==> config.mk <==
export PLATFORM = sky130hd
export DESIGN_NAME = accel_seed_loader_flat
export DESIGN_NICKNAME = d
export VERILOG_FILES = /design/src/rtl/accel_seed_loader_if.sv /design/src/rtl/accel_seed_loader.sv /design/src/flat_wrapper.sv
export SDC_FILE = /design/constraint.sdc
export NUM_CORES = 1
export LEC_CHECK = 0
export CAP_MARGIN = 20
export CORE_MARGIN = 4
export CORE_UTILIZATION = 51
export CTS_BUF_LIST = sky130_fd_sc_hd__clkbuf_2
export CTS_CLUSTER_SIZE = 20
export DETAILED_ROUTE_END_ITERATION = 8
export HOLD_SLACK_MARGIN = 0.08
export PLACE_DENSITY = 0.92
export SKIP_CTS_REPAIR_TIMING = 1
export SYNTH_ARGS = -nofsm -noshare
export SYNTH_HDL_FRONTEND = slang
export SYNTH_SLANG_ARGS = --single-unit
==> constraint.sdc <==
create_clock -name clk -period 4.3 [get_ports clk]
set_clock_uncertainty 0.05 [all_clocks]
set_input_delay 0.86 -clock clk [delete_from_list [all_inputs] [get_ports clk]]
set_output_delay 0.86 -clock clk [all_outputs]
set_load 0.02 [all_outputs]
==> src/rtl/accel_seed_loader_if.sv <==
// ---------------------------------------------------------------------------
// accel_seed_loader_if
//   Host word stream into the seed loader.
//   s_valid : host beat valid
//   s_ready : loader accepts beat (a beat transfers on s_valid & s_ready)
//   s_data  : header or entry word
//   s_last  : final beat of a load
//   master modport = host side, slave modport = loader side.
// ---------------------------------------------------------------------------
interface accel_seed_loader_if;
    logic        s_valid;
    logic        s_ready;
    logic [31:0] s_data;
    logic        s_last;

    modport master (output s_valid, output s_data, output s_last, input  s_ready);
    modport slave  (input  s_valid, input  s_data, input  s_last, output s_ready);
endinterface

==> src/rtl/accel_seed_loader.sv <==
// ---------------------------------------------------------------------------
// accel_seed_loader
//   Unpacks a host stream (header N, then N pairs of InexRecur/state words)
//   into the InexRecur and state regfiles through their random-write ports,
//   then raises is_start until the host stops the run. Because the loader
//   owns is_start, no regfile write can ever overlap a running accelerator.
//
// Ports
//   clk, rst                   : clock, async active-high reset
//   s (slave modport)          : host stream s_valid/s_ready/s_data/s_last
//   stop                       : end the run (only honoured in RUN)
//   clr                        : abort/clear to IDLE from any state
//   ran_we/w_addr/w_data_InexRecur        : InexRecur write port
//   ran_we/w_addr/w_data_state_external   : state write port
//   is_start                   : accelerator run enable
//   busy                       : not IDLE
//   err                        : protocol error (held until clr)
//   loaded_n                   : entries fully written in current/last load
// ---------------------------------------------------------------------------
module accel_seed_loader #(
    parameter int ADDR_W = 12,
    parameter int IR_W   = 32,
    parameter int ST_W   = 18,
    parameter int MAX_N  = 4096
) (
    input  logic                  clk,
    input  logic                  rst,
    accel_seed_loader_if.slave    s,
    input  logic                  stop,
    input  logic                  clr,
    output logic                  ran_we_InexRecur,
    output logic [ADDR_W-1:0]     ran_w_addr_InexRecur,
    output logic [IR_W-1:0]       ran_w_data_InexRecur,
    output logic                  ran_we_state_external,
    output logic [ADDR_W-1:0]     ran_w_addr_state_external,
    output logic [ST_W-1:0]       ran_w_data_state_external,
    output logic                  is_start,
    output logic                  busy,
    output logic                  err,
    output logic [12:0]           loaded_n
);

    localparam int CNT_W = 13;

    typedef enum logic [2:0] {
        IDLE    = 3'd0,
        LOAD_IR = 3'd1,
        LOAD_ST = 3'd2,
        FLUSH   = 3'd3,
        RUN     = 3'd4,
        ERR     = 3'd5
    } state_t;

    state_t              state_q, state_d;
    logic [ADDR_W-1:0]   idx_q, idx_d;
    logic [CNT_W-1:0]    n_q, n_d;
    logic [CNT_W-1:0]    loaded_q, loaded_d;

    logic                ir_we_q, ir_we_d;
    logic [ADDR_W-1:0]   ir_addr_q, ir_addr_d;
    logic [IR_W-1:0]     ir_data_q, ir_data_d;
    logic                st_we_q, st_we_d;
    logic [ADDR_W-1:0]   st_addr_q, st_addr_d;
    logic [ST_W-1:0]     st_data_q, st_data_d;

    logic                s_ready_w;
    logic                accept;
    logic [CNT_W-1:0]    hdr_n;
    logic                hdr_bad;
    logic                is_final;

    // Loader only takes beats in IDLE (header) and the two LOAD states;
    // there is no backpressure inside a load.
    assign s_ready_w = (state_q == IDLE) || (state_q == LOAD_IR) || (state_q == LOAD_ST);
    assign accept    = s.s_valid & s_ready_w;

    assign hdr_n     = s.s_data[CNT_W-1:0];
    assign hdr_bad   = (hdr_n == '0) || (hdr_n > CNT_W'(MAX_N)) || s.s_last;
    assign is_final  = (CNT_W'(idx_q) == (n_q - CNT_W'(1)));

    always_comb begin
        state_d   = state_q;
        idx_d     = idx_q;
        n_d       = n_q;
        loaded_d  = loaded_q;
        ir_we_d   = 1'b0;
        ir_addr_d = ir_addr_q;
        ir_data_d = ir_data_q;
        st_we_d   = 1'b0;
        st_addr_d = st_addr_q;
        st_data_d = st_data_q;

        // clr beats everything, including a beat accepted this same cycle:
        // no strobe is registered and loaded_n keeps its value.
        if (clr) begin
            state_d = IDLE;
        end else begin
            unique case (state_q)
                IDLE: begin
                    if (accept) begin
                        if (hdr_bad) begin
                            state_d = ERR;
                        end else begin
                            state_d  = LOAD_IR;
                            idx_d    = '0;
                            n_d      = hdr_n;
                            loaded_d = '0;
                        end
                    end
                end
                LOAD_IR: begin
                    if (accept) begin
                        if (s.s_last) begin
                            state_d = ERR;
                        end else begin
                            ir_we_d   = 1'b1;
                            ir_addr_d = idx_q;
                            ir_data_d = s.s_data[IR_W-1:0];
                            state_d   = LOAD_ST;
                        end
                    end
                end
                LOAD_ST: begin
                    if (accept) begin
                        // The state write goes out even when the framing is
                        // wrong; the error is flagged after it.
                        st_we_d   = 1'b1;
                        st_addr_d = idx_q;
                        st_data_d = s.s_data[ST_W-1:0];
                        loaded_d  = loaded_q + CNT_W'(1);
                        if (s.s_last != is_final) begin
                            state_d = ERR;
                        end else if (is_final) begin
                            state_d = FLUSH;
                        end else begin
                            idx_d   = idx_q + ADDR_W'(1);
                            state_d = LOAD_IR;
                        end
                    end
                end
                // One dead cycle so the last state strobe lands while
                // is_start is still low.
                FLUSH:   state_d = RUN;
                RUN:     if (stop) state_d = IDLE;
                ERR:     state_d = ERR;
                default: state_d = IDLE;
            endcase
        end
    end

    always_ff @(posedge clk or posedge rst) begin
        if (rst) begin
            state_q   <= IDLE;
            idx_q     <= '0;
            n_q       <= '0;
            loaded_q  <= '0;
            ir_we_q   <= 1'b0;
            ir_addr_q <= '0;
            ir_data_q <= '0;
            st_we_q   <= 1'b0;
            st_addr_q <= '0;
            st_data_q <= '0;
        end else begin
            state_q   <= state_d;
            idx_q     <= idx_d;
            n_q       <= n_d;
            loaded_q  <= loaded_d;
            ir_we_q   <= ir_we_d;
            ir_addr_q <= ir_addr_d;
            ir_data_q <= ir_data_d;
            st_we_q   <= st_we_d;
            st_addr_q <= st_addr_d;
            st_data_q <= st_data_d;
        end
    end

    assign s.s_ready                 = s_ready_w;
    assign ran_we_InexRecur          = ir_we_q;
    assign ran_w_addr_InexRecur      = ir_addr_q;
    assign ran_w_data_InexRecur      = ir_data_q;
    assign ran_we_state_external     = st_we_q;
    assign ran_w_addr_state_external = st_addr_q;
    assign ran_w_data_state_external = st_data_q;
    assign is_start                  = (state_q == RUN);
    assign busy                      = (state_q != IDLE);
    assign err                       = (state_q == ERR);
    assign loaded_n                  = loaded_q;

endmodule

==> src/flat_wrapper.sv <==
// flat-port wrapper written by rule: the top's interface ports become plain ports
module accel_seed_loader_flat 
#(
    parameter int ADDR_W = 12,
    parameter int IR_W   = 32,
    parameter int ST_W   = 18,
    parameter int MAX_N  = 4096
)
  (clk, rst, stop, clr, ran_we_InexRecur, ran_w_addr_InexRecur, ran_w_data_InexRecur, ran_we_state_external, ran_w_addr_state_external, ran_w_data_state_external, is_start, busy, err, loaded_n, s_s_valid, s_s_data, s_s_last, s_s_ready);
  accel_seed_loader_if s_i ();
  input  logic clk;
  input  logic rst;
  input  logic stop;
  input  logic clr;
  output logic ran_we_InexRecur;
  output logic [ADDR_W-1:0] ran_w_addr_InexRecur;
  output logic [IR_W-1:0] ran_w_data_InexRecur;
  output logic ran_we_state_external;
  output logic [ADDR_W-1:0] ran_w_addr_state_external;
  output logic [ST_W-1:0] ran_w_data_state_external;
  output logic is_start;
  output logic busy;
  output logic err;
  output logic [12:0] loaded_n;
  input wire logic [$bits(s_i.s_valid)-1:0] s_s_valid;
  input wire logic [$bits(s_i.s_data)-1:0] s_s_data;
  input wire logic [$bits(s_i.s_last)-1:0] s_s_last;
  output wire logic [$bits(s_i.s_ready)-1:0] s_s_ready;
  assign s_i.s_valid = s_s_valid;
  assign s_i.s_data = s_s_data;
  assign s_i.s_last = s_s_last;
  assign s_s_ready = s_i.s_ready;
  accel_seed_loader #(.ADDR_W(ADDR_W), .IR_W(IR_W), .ST_W(ST_W), .MAX_N(MAX_N)) u_core (.clk(clk), .rst(rst), .s(s_i), .stop(stop), .clr(clr), .ran_we_InexRecur(ran_we_InexRecur), .ran_w_addr_InexRecur(ran_w_addr_InexRecur), .ran_w_data_InexRecur(ran_w_data_InexRecur), .ran_we_state_external(ran_we_state_external), .ran_w_addr_state_external(ran_w_addr_state_external), .ran_w_data_state_external(ran_w_data_state_external), .is_start(is_start), .busy(busy), .err(err), .loaded_n(loaded_n));
endmodule
==> out/qor.csv, run 1 <==
metric,value,unit
muxShareOfSynthArea,5.66,%
netSwitchingFraction,32.4,%
p_total,3.00,mW
grt_pass1_wl,22800,um
setup_tns,0,ns
clockRootBuffer,clkbuf_2,
hp-class,register to register,
io_pins,131,
worstMarginPinSlew,0.844,ns
layout-drive-gt1-share,9.66,%
async_reset_ff_share,100,%
synth-simple-area-share,26.2,%
r2r_end,u_core.idx_q[8],
worstPathArrival,4.31,ns
overflow,0,
rr_worst_depth,13,
finalCriticalPeriod,3.77,ns
hp-start,u_core.ran_w_data_InexRecur[19],
min_path_cells,2,
dpl_worst_slack,0.515,ns
drtIter0Drc,326,
period_share,87.7,%
p_leak,3.32,nW
grt_util_all_layers,24.2,%
synthXorXnorAreaFrac,3.78,%
cts_buffer_depth,2,
rsz0062_at_grt,no,
h-tree-depth,4,
antenna_found_initial,0,
slew_violations,0,
grt_pass1_vias,4679,
fin_hold_ws,0.448,ns
r2r_slack,0.53,ns
clkPwrFrac,25.5,%
relSlewSlack,43.7,%
synth_area,5330,um^2
yosysWarnings,0,
drt-pass1-iter-count,4,
die_y,110,um
status,finished clean,
synth_edf_count,0,
fmax,0.265,GHz
grt_max_degree,118,
setup_viol,0,
numCtsBuffers,17,
p_per_area,428,nW/um^2
combinationalPowerShare,28.0,%
rows,37,
seqPwrFrac,46.5,%
cp_max_fo,6,
r2r-start,u_core.n_q[0],
globalplace.congestion,0.850,
clk_latency,0.64,ns
syn_to_final_growth,31.4,%
finalHoldViolCount,0,
synth-adder-area-share,0.939,%
nets,734,
antenna_left,0,
synthFlopType,dfrtp_1,
antenna_cells,0,
start_util,52.1,%
synth_cells,566,
synth_nets,608,
core,10200,um^2
critPathKind,register to register,
yosysSeqAreaShare,54.9,%
dpl.hpwl,9580,um
fin_ws,0.528,ns
wl_per_cell,16.5,um
switchingPower,972,uW
syn_area_per_cell,9.42,um^2
tritoncts,built,
routed_via_density,5.43,
drc,0,
max-vdd-ir-drop,0.000269,V
drt-total-wl,13900,um
port_buffers,130,
cp-start-kind,register,
synth_top_family_by_area,simple AND/OR/NAND/NOR gates,
die_w,110,um
cp.required,4.84,ns
synth_compound_area_share,5.87,%
ys_ff_latch,117,
path_clk_slew,0.17,ns
synth_cell_types,50,
maxCapViolCount,0,
cts_sinks,117,
routed-via-count,4562,
setup.worst_path.end_class,register,
fp.dieArea,12200,um^2
min_to,u_core.ran_w_data_InexRecur[19],
p_int,2.03,mW
-- cell type report --
type                            instances  area (um^2)
Tap cell                              136          170
Inverter                                8         32.5
Sequential cell                       117         2930
Fill cell                             800         3230
Timing Repair Buffer                  135         1350
Multi-Input combinational cell        413         2270
Clock buffer                           18         90.1
Clock inverter                         13          164
-- worst max-delay path by stage --
stage	cells past startpoint	endpoint	startpoint
CTS	13	u_core.idx_q[8]	u_core.n_q[0]
finish	13	u_core.idx_q[8]	u_core.n_q[0]
floorplan	1	u_core.idx_q[0]	rst
global placement	8	u_core.idx_q[10]	s_s_data[0]
global route	13	u_core.idx_q[8]	u_core.n_q[0]
detailed placement	8	u_core.idx_q[10]	s_s_data[3]
-- state kept, by name (all words and copies together) (netlist names) --
register / count
u_core.ran_w_addr_state_external: 12
u_core.state_q: 3
u_core.n_q: 13
u_core.ran_w_data_state_external: 18
u_core.ran_we_InexRecur: 1
u_core.idx_q: 12
u_core.ran_w_addr_InexRecur: 12
u_core.loaded_n: 13
u_core.ran_w_data_InexRecur: 32
u_core.ran_we_state_external: 1
-- synthesized netlist by cell type, types with 2 or more instances --
master / instances / area [um^2]
nand3_1: 12 / 60.1
mux2i_1: 2 / 20.0
a21oi_1: 14 / 70.1
or4_4: 2 / 22.5
dfrtp_1: 117 / 2930
inv_1: 7 / 26.3
xnor2_1: 12 / 105
o211ai_1: 2 / 15.0
buf_1: 2 / 7.51
and2_1: 4 / 25.0
nand3b_1: 2 / 15.0
o21ai_1: 6 / 30.0
nor4_1: 7 / 43.8
nor2_1: 29 / 109
nand2_1: 201 / 754
o21ai_0: 8 / 40.0
or4_1: 10 / 75.1
nor3b_1: 4 / 30.0
a22oi_1: 2 / 15.0
a32oi_1: 2 / 17.5
nand2b_1: 2 / 12.5
a221oi_1: 2 / 17.5
or3_1: 10 / 62.6
ha_1: 4 / 50.1
xor2_1: 11 / 96.3
clkbuf_1: 24 / 90.1
nand4_1: 8 / 50.1
a31oi_1: 2 / 12.5
o31ai_1: 3 / 22.5
mux2_2: 25 / 282
and3_1: 5 / 31.3
nor3_1: 7 / 35.0
-- logic make-up after synthesis --
group,Yosys count
mux,27
fa+ha+maj,4
compound gates,48
buf+inv,36
xor+xnor,23
flops,117
simple gates,311
-- power by group through the flow --
stage / combinational [mW] / sequential [mW] / clock (mW)
2_1_floorplan: 0.312 / 1.53 / 0
5_1_grt: 0.919 / 1.42 / 0.838
4_1_cts: 0.849 / 1.39 / 0.782
3_3_place_gp: 0.819 / 1.40 / 0
6_report: 0.840 / 1.40 / 0.765
3_5_place_dp: 0.843 / 1.41 / 0
-- layer usage --
layer	part of all wire [%]	up-vias	routed length, um	track usage, %
met1	41	2210	5660	30.4
met2	51	171	7100	40.5
met5	0	-	0	0
met3	6.9	22	951	6.76
li1	-	2159	-	-
met4	1.2	0	170	8.00
-- per-stage QoR --
step,cell area [um^2],utilization [%],std cells
after CTS,7000,68.4,840
final,7000,68.4,840
after detailed placement,6750,66.0,809
after global routing,7000,68.4,840
after floorplan,5330,-,566
after global placement,6750,66.0,809
-- layout by cell type, fill, tap and decap left out, types with 8 or more instances in the layout --
cell type | Yosys | routed
or3_1 | 10 | 10
mux2_2 | 25 | 25
clkdlybuf4s50_1 | 0 | 130
nand4_1 | 8 | 8
dfrtp_1 | 117 | 117
o21ai_0 | 8 | 8
xor2_1 | 11 | 11
or4_1 | 10 | 10
nor2_1 | 29 | 28
clkbuf_2 | 0 | 18
a21oi_1 | 14 | 14
xnor2_1 | 12 | 12
nand3_1 | 12 | 12
nand2_1 | 201 | 200
-- worst max-delay path, stage by stage, from the launching register on --
cell and delay (ns):
dfrtp_1 0.49, inv_1 0.11, ha_1 0.28, nor3b_1 0.44, a21oi_1 0.14, nor4_1 0.28, nand4bb_1 0.16, nor3_2 0.30
ha_1 0.32, nor2b_1 0.25, nand3_1 0.11, or3_1 0.33, or3_1 0.31, a21oi_1 0.14
(Power assumes the default switching activity.)
==> run 2: changes to the inputs <==
--- a/config.mk
+++ b/config.mk
@@ -13,6 +13,7 @@
 export DETAILED_ROUTE_END_ITERATION = 8
 export HOLD_SLACK_MARGIN = 0.08
 export PLACE_DENSITY = 0.92
+export RECOVER_POWER = 50
 export SKIP_CTS_REPAIR_TIMING = 1
 export SYNTH_ARGS = -nofsm -noshare
 export SYNTH_HDL_FRONTEND = slang
==> out/qor.csv, run 2 (synthesis gave the netlist of run 1 again) <==
metric,value,unit
globalplace.congestion,0.850,
fmax,0.263,GHz
worstPathArrival,4.34,ns
netSwitchingFraction,32.4,%
final_cell_mix,"nand2_1, clkdlybuf4s50_1, dfrtp_1",
drtIter0Drc,294,
fin_hold_ws,0.448,ns
path_clk_slew,0.17,ns
hp-class,register to register,
grt_max_degree,118,
min_path_cells,2,
wl_met3,973,um
cp-start-kind,register,
period_share,88.4,%
overflow,0,
critPathKind,register to register,
finalCriticalPeriod,3.80,ns
rr_worst_depth,13,
dpl.hpwl,9580,um
layout-drive-gt1-share,9.23,%
finalHoldViolCount,0,
setup.worst_path.end_class,register,
violations,"capacitance limit, slew limit",
drc,0,
h-tree-depth,4,
wl_met2,7030,um
worstMarginPinSlew,2.78,ns
routed_via_density,5.48,
dp_cells,809,
largest_register_ff_count,32,
wirelength_met1,5650,um
antenna_left,0,
relSlewSlack,-85.3,%
start_util,52.1,%
cp.required,4.84,ns
rsz0062_at_grt,no,
drt-pass1-iter-count,5,
p_total,3.00,mW
grt_pass1_vias,4679,
antenna_cells,0,
max-vdd-ir-drop,0.000268,V
seqPwrFrac,46.5,%
dpl_worst_slack,0.515,ns
setup_viol,0,
combinationalPowerShare,27.9,%
clk_latency,0.65,ns
cts_buffer_depth,2,
switchingPower,973,uW
final_common_cell,nand2_1,
antenna_found_initial,0,
setup_tns,0,ns
crit_slowest_cell,dfrtp_1,
p_int,2.03,mW
clkPwrFrac,25.6,%
grt_pass1_wl,22800,um
syn_to_final_growth,31.0,%
numCtsBuffers,17,
slew_violations,196,
rows,37,
core,10200,um^2
tritoncts,built,
clockRootBuffer,clkbuf_2,
drt-total-wl,13900,um
fp.dieArea,12200,um^2
maxCapViolCount,3,
grt_util_all_layers,24.2,%
wl_per_cell,16.5,um
cp_max_fo,6,
io_pins,131,
cts_sinks,117,
nets,734,
crit_path_cell_trace,"inv_1, ha_1, nor3b_1, a21oi_1, nor4_1, nand4bb_1, nor3_2, ha_1, nor2b_1, nand3_1, or3_1, or3_1, a21oi_1",
cpPeakStageDelay,0.49,ns
top_layer,met4,
p_per_area,430,nW/um^2
die_w,110,um
status,"complete, but fails checks",
port_buffers,130,
routed-via-count,4603,
fin_ws,0.500,ns
layout.cells.non_filler,840,
p_leak,3.31,nW
die_y,110,um
==> run 2: cell types whose count changed in the layout (fill, tap and decap cells not counted), sizes merged <==
cell           before  now
clkbuf             18   20
buf                 5    3
inv                 8    7
dlygate4sd3         0    2
clkdlybuf4s50     130  128
clkinvlp            1    2
==> run 2: power groups by stage <==
stage                     sequential (mW)  combinational, mW  clock (mW)
after floorplan                      1.53              0.312           0
after global placement               1.40              0.819           0
after detailed placement             1.41              0.843           0
after CTS                            1.39              0.849       0.782
after global routing                 1.42              0.916       0.838
final                                1.39              0.837       0.767
==> run 2: layer usage <==
layer,vias up,GRT usage [%]
met2,178,40.5
met3,27,6.76
met4,0,8.00
li1,2157,-
met5,-,0
met1,2241,30.4
==> run 2: worst paths after layout <==
| check | startpoint | to | slack, ns |
|---|---|---|---|
| setup / recovery | u_core.n_q[0] | u_core.idx_q[8] | 0.50 |
| min in group asynchronous | rst | u_core.ran_w_data_state_external[11] | 1.66 |
| max in group asynchronous | rst | u_core.loaded_n[9] | 0.95 |
| setup reg to reg | u_core.n_q[0] | u_core.idx_q[8] | 0.50 |
| hold reg to reg | u_core.ran_w_data_InexRecur[19] | u_core.ran_w_data_InexRecur[19] | 0.45 |
| hold / removal | u_core.ran_w_data_InexRecur[19] | u_core.ran_w_data_InexRecur[19] | 0.45 |
==> run 2: worst max-delay path: cells and delay by family (launching register included) <==
family | cells | cell delay, ns
DFF | 1 | 0.49
adders and majority gates | 2 | 0.62
buffers and inverters | 1 | 0.11
and+or+nand+nor | 8 | 2.20
AOI/OAI and AO/OA | 2 | 0.28
==> run 2: final cells by class <==
type / count / area (um^2)
Fill cell: 802 / 3250
Sequential cell: 117 / 2930
Multi-Input combinational cell: 413 / 2260
Timing Repair Buffer: 135 / 1330
Tap cell: 136 / 170
Clock inverter: 13 / 164
Clock buffer: 18 / 90.1
Inverter: 8 / 31.3
==> run 2: stage by stage <==
step / utilization, % / area [um^2]
finish: 68.2 / 6980
global route: 68.2 / 6980
CTS: 68.4 / 7000
detailed placement: 66.0 / 6750
global placement: 66.0 / 6750
floorplan: - / 5330
==> run 3: changes to the inputs <==
--- a/config.mk
+++ b/config.mk
@@ -12,7 +12,7 @@
 export CTS_CLUSTER_SIZE = 20
 export DETAILED_ROUTE_END_ITERATION = 8
 export HOLD_SLACK_MARGIN = 0.08
-export PLACE_DENSITY = 0.92
+export PLACE_DENSITY = 0.91
 export RECOVER_POWER = 50
 export SKIP_CTS_REPAIR_TIMING = 1
 export SYNTH_ARGS = -nofsm -noshare
==> out/qor.csv, run 3 (synthesis gave the netlist of run 1 again) <==
metric,value,unit
switchingPower,977,uW
cp.required,4.84,ns
cpPeakStageDelay,0.48,ns
violations,"capacitance limit, slew limit",
antenna_found_initial,0,
dpl_worst_slack,0.535,ns
clk_latency,0.66,ns
cp-start-kind,register,
path_clk_slew,0.18,ns
routed-via-count,4606,
layout-drive-gt1-share,9.77,%
final_common_cell,nand2_1,
globalplace.congestion,0.839,
fin_ws,0.486,ns
port_buffers,130,
status,"complete, but fails checks",
top_layer,met4,
crit_path_cell_trace,"inv_1, ha_1, nor3b_1, a21oi_1, nor4_1, nand4bb_1, nor3_2, ha_1, nor2b_1, nand3_1, or3_1, or3_1, a21oi_1",
seqPwrFrac,48.1,%
cts_sinks,117,
dpl.hpwl,9860,um
grt_max_degree,64,
max-vdd-ir-drop,0.000344,V
crit_slowest_cell,dfrtp_1,
finalHoldViolCount,0,
die_w,110,um
fp.dieArea,12200,um^2
overflow,0,
antenna_left,0,
maxCapViolCount,2,
rr_worst_depth,13,
fmax,0.262,GHz
clockRootBuffer,clkbuf_2,
fin_hold_ws,0.443,ns
h-tree-depth,4,
setup_tns,0,ns
grt_pass1_wl,22700,um
grt_util_all_layers,24.4,%
cts_buffer_depth,2,
setup_viol,0,
min_path_cells,2,
io_pins,131,
drt-total-wl,13900,um
clkPwrFrac,23.0,%
finalCriticalPeriod,3.81,ns
p_leak,3.30,nW
relSlewSlack,-82.9,%
syn_to_final_growth,30.3,%
p_per_area,416,nW/um^2
combinationalPowerShare,29.0,%
period_share,88.7,%
drc,0,
routed_via_density,5.47,
wirelength_met1,5690,um
core,10200,um^2
tritoncts,built,
grt_pass1_vias,4544,
setup.worst_path.end_class,register,
hp-class,register to register,
rsz0062_at_grt,no,
drtIter0Drc,248,
worstPathArrival,4.35,ns
rows,37,
wl_met3,1050,um
critPathKind,register to register,
numCtsBuffers,17,
worstMarginPinSlew,2.73,ns
start_util,52.1,%
netSwitchingFraction,33.8,%
nets,736,
largest_register_ff_count,32,
die_y,110,um
fill_cells,820,
wl_met2,6960,um
slew_violations,110,
p_total,2.89,mW
antenna_cells,0,
drt-pass1-iter-count,5,
wl_per_cell,16.5,um
p_int,1.91,mW
final_cell_mix,"nand2_1, clkdlybuf4s50_1, dfrtp_1",
cp_max_fo,6,
run 3: cell count changes in the layout (fill, tap and decap cells not counted):
cell	change
bufinv_16	-2
clkinv_1	-3
clkinv_4	-1
clkinvlp_4	+2
clkinv_2	+3
clkbuf_1	+1
clkbuf_2	+2
run 3: power by group through the flow:
stage / clock [mW] / combinational (mW) / sequential (mW)
final: 0.664 / 0.838 / 1.39
after floorplan: 0 / 0.312 / 1.53
after detailed placement: 0 / 0.843 / 1.41
after global placement: 0 / 0.818 / 1.40
after CTS: 0.679 / 0.847 / 1.39
after global routing: 0.729 / 0.915 / 1.41
run 3: cell type report:
cell class / instances / area (um^2) / share of cell area, %
clock buffer: 19 / 95.1 / 1.37
multi-input combinational: 413 / 2260 / 32.6
sequential: 117 / 2930 / 42.2
inverter: 8 / 31.3 / 0.450
clock inverter: 12 / 114 / 1.64
timing repair buffer: 137 / 1340 / 19.3
tap: 136 / 170 / 2.45
run 3: stage by stage:
stage	instances	util, %	cell area, um^2
3_5_place_dp	811	66.0	6750
5_1_grt	842	67.9	6940
2_1_floorplan	566	-	5330
3_3_place_gp	811	66.0	6750
6_report	842	67.9	6940
4_1_cts	842	68.0	6960
run 3: path summary, 6_finish.rpt:
path | slack (ns) | from | endpoint
max reg2reg | 0.49 | u_core.n_q[0] | u_core.idx_q[8]
max in group asynchronous | 1.18 | rst | u_core.ran_w_addr_state_external[4]
min reg2reg | 0.44 | u_core.ran_w_addr_InexRecur[8] | u_core.ran_w_addr_InexRecur[8]
min in group asynchronous | 1.36 | rst | u_core.ran_w_data_InexRecur[13]
min | 0.44 | u_core.ran_w_addr_InexRecur[8] | u_core.ran_w_addr_InexRecur[8]
max | 0.49 | u_core.n_q[0] | u_core.idx_q[8]
run 3: routing by layer:
layer,GRT usage [%],up-vias
li1,-,2161
met1,30.8,2213
met2,41.3,207
met3,6.58,25
met4,7.04,0
met5,0,-
run 3: worst max-delay path, delay by kind of cell, from the launching register on:
kind	cells	cell delay (ns)
flip-flops	1	0.48
buffers and inverters	1	0.10
AND/OR/NAND/NOR	8	2.28
AO/OA/AOI/OAI	2	0.29
adder cells (fa/ha/maj)	2	0.57
==> patch (flow settings as in run 2) <==
`MAX_N` is set to 4096 in 2 places; all go to 2048.
--- a/src/rtl/accel_seed_loader.sv
+++ b/src/rtl/accel_seed_loader.sv
@@ -22,5 +22,5 @@
     parameter int IR_W   = 32,
     parameter int ST_W   = 18,
-    parameter int MAX_N  = 4096
+    parameter int MAX_N  = 2048
 ) (
     input  logic                  clk,
--- a/src/flat_wrapper.sv
+++ b/src/flat_wrapper.sv
@@ -5,5 +5,5 @@
     parameter int IR_W   = 32,
     parameter int ST_W   = 18,
-    parameter int MAX_N  = 4096
+    parameter int MAX_N  = 2048
 )
   (clk, rst, stop, clr, ran_we_InexRecur, ran_w_addr_InexRecur, ran_w_data_InexRecur, ran_we_state_external, ran_w_addr_state_external, ran_w_data_state_external, is_start, busy, err, loaded_n, s_s_valid, s_s_data, s_s_last, s_s_ready);
Formal check against the unedited RTL: not equivalent (Yosys sat finds a counterexample within 4 cycles, from zero or initial values and one cycle with rst high).
==> patch against run 2 <==
  * The flow still finishes with violations (max-capacitance violations, max-slew violations)
  * Total power grew 9.1%
  * Combinational power is 17% higher
  * Sequential cell count stayed put
  * Wire length is 1.7% lower
  * Setup slack worse by 130 ps
  * Highest routed layer unchanged
  * Largest power group unchanged
  * Count of clock-buffer cells in the layout shrank 1
  * Utilization increased by 0.55 points
  * Design area is 1.7% higher
  * Area after synthesis rose by 1.3%
  * Non-clock buffer count is the same
  * First-iteration DRC count shrank 21%
==> patch: results (changes against run 2) <==
| Metric | Value |
|---|---|
| Syn nets | 579 (-4.8%) |
| Crit path DAT | 4420 ps (+80 ps) |
| Met3 routed WL | 1370 um (+41%) |
| Critical Path Sink | u_core.idx_q[11] |
| Hold_sp | u_core.ran_w_data_state_external[9] |
| Vias per cell | 5.43 (-0.88%) |
| # nets final | 704 (-4.1%) |
| Fraction of layout cells with a size suffix above 1 | 12.7% (+3.5 points) |
| Maximum vdd ir drop | 0.317 mV (+18%) |
| Grt met2 use | 36.7% (-3.8 points) |
| Failing checks | max-capacitance violations, max-slew violations |
| TritonRoute pass-1 iters | 5 (unchanged) |
| Maxcap violations | 3 (unchanged) |
| Vias in the first global route | 4708 (+0.62%) |
| GRT Residual Overflow | 0 (unchanged) |
| Min-Delay Endpoint | u_core.ran_w_data_state_external[9] |
| CTS Root Cell | clkbuf_2 |
| Hpwl dp | 9880 um (+3.1%) |
| Port-buffer cells | 130 (unchanged) |
| R2R setup slack | 370 ps (-130 ps) |
| Top delay family on crit path | compound AO/OA/AOI/OAI gates |
| Critical-path top delay cell | or4b_4 |
| First-pass GRT wire length | 23100 um (+1.6%) |
| Final GP Congestion | 0.868 (+2.1%) |
| Final slew viol count | 125 (-36%) |
| Clk buf depth | 2 (unchanged) |
| Dominant cells by area after synthesis | dfrtp_1 (54%), nand2_1 (11%), mux2_2 (6.7%), nor2_1 (2.0%), xnor2_1 (1.9%) |
| CTS Buf Count | 17 (unchanged) |
| Global Route Usage Sum | 23.2% (-1.0 points) |
| R2R Path Start | u_core.n_q[0] |
| Hold Crit Class | register to register |
| DRT met1 WL | 5500 um (-2.6%) |
| Clock transition at the registers of the reported paths | 170 ps (about the same) |
| Final setup TNS | 0 ps (unchanged) |
| LEAKAGE | 3.31 nW (+0.10%) |
| Register-to-Register Path Depth | 13 (unchanged) |
| Hold path depth | 2 (unchanged) |
| Worst slew pin tran | 2280 ps (-499 ps) |
| Syn. warnings | 0 (unchanged) |
| WL met2 | 6500 um (-7.5%) |
| Largest net degree at the start of global routing | 68 (-42%) |
| Wirelength per Cell | 16.8 um (+1.8%) |
| Status | finished, violations left |
| Final hold slack | 454 ps (+6.04 ps) |
| Sequential fraction of the synthesis area | 54.2% (-0.73 points) |
| DR iter-0 viols | 231 (-21%) |
| Dpl cells | 779 (-3.7%) |
| Critical path class | register to register |
| Syn Inst Count | 537 (-5.1%) |
| Antenna violations before repair | 0 (unchanged) |
| DR top layer | met4 |
| Synth unique cells | 61 (+22%) |
| Clock latency on the worst-skew pair | 650 ps (about the same) |
| Max FO, Critical Path | 6 (unchanged) |
| Crit path largest cell delay | 520 ps (+30 ps) |
| Final non-filler cell total | 811 (-3.5%) |
| Met1 Resource Use GR | 28.3% (-2.1 points) |
| Commonest cells post-synth | nand2_1 (157), dfrtp_1 (117), mux2_2 (32), nor2_1 (29), clkbuf_1 (23) |
| Met3 Use GR | 10.3% (+3.6 points) |
-- patch: cell types whose count changed in the layout (fill, tap and decap cells not counted), moves of 5 or more --
cell | before | now
o21ai_0 | 8 | 19
nand2_1 | 200 | 157
or4_1 | 10 | 0
nand3_1 | 12 | 3
o21ai_1 | 6 | 0
mux2_2 | 25 | 32
and3_1 | 5 | 10
-- patch: worst register-to-register path, stage by stage (launching register included) --
cell       delay [ps]
dfrtp_1           460
inv_1             100
ha_1              190
or4b_4            520
nor2_1            150
xnor2_1           120
nor4_4            510
o211a_4           270
ha_1              230
inv_1             100
o21ai_0           320
a2111oi_4         510
a21oi_1           110
a31o_1            200
-- patch: cells by family after synthesis --
| kind of cell | count (synthesis) | share of synthesized area, % |
|---|---|---|
| compound gates | 58 | 8.32 |
| mux | 37 | 7.69 |
| simple gates | 256 | 21.9 |
| buf+inv | 41 | 3.06 |
| fa+ha+maj | 4 | 0.927 |
| xor+xnor | 24 | 3.89 |
| flops | 117 | 54.2 |
-- patch: where the power goes --
part | total, mW | switching [mW] | leakage [nW] | internal [mW]
clock | 0.852 | 0.419 | 0.161 | 0.433
combinational | 0.979 | 0.500 | 1.61 | 0.480
sequential | 1.44 | 0.156 | 1.54 | 1.29
-- patch: area by class of cell --
| cell class | count | area [um2] |
|---|---|---|
| Clock buffer | 17 | 85.1 |
| Clock inverter | 15 | 211 |
| Fill cell | 755 | 3220 |
| Inverter | 12 | 46.3 |
| Multi-Input combinational cell | 379 | 2310 |
| Sequential cell | 117 | 2930 |
| Tap cell | 136 | 170 |
| Timing Repair Buffer | 135 | 1350 |
-- patch: stage by stage --
step | worst slack, ps | instance area [um2]
after floorplan | 289 | 5400
after global placement | 629 | 6820
after detailed placement | 428 | 6820
after CTS | 401 | 7120
after global routing | 94.6 | 7100
final | 372 | 7100
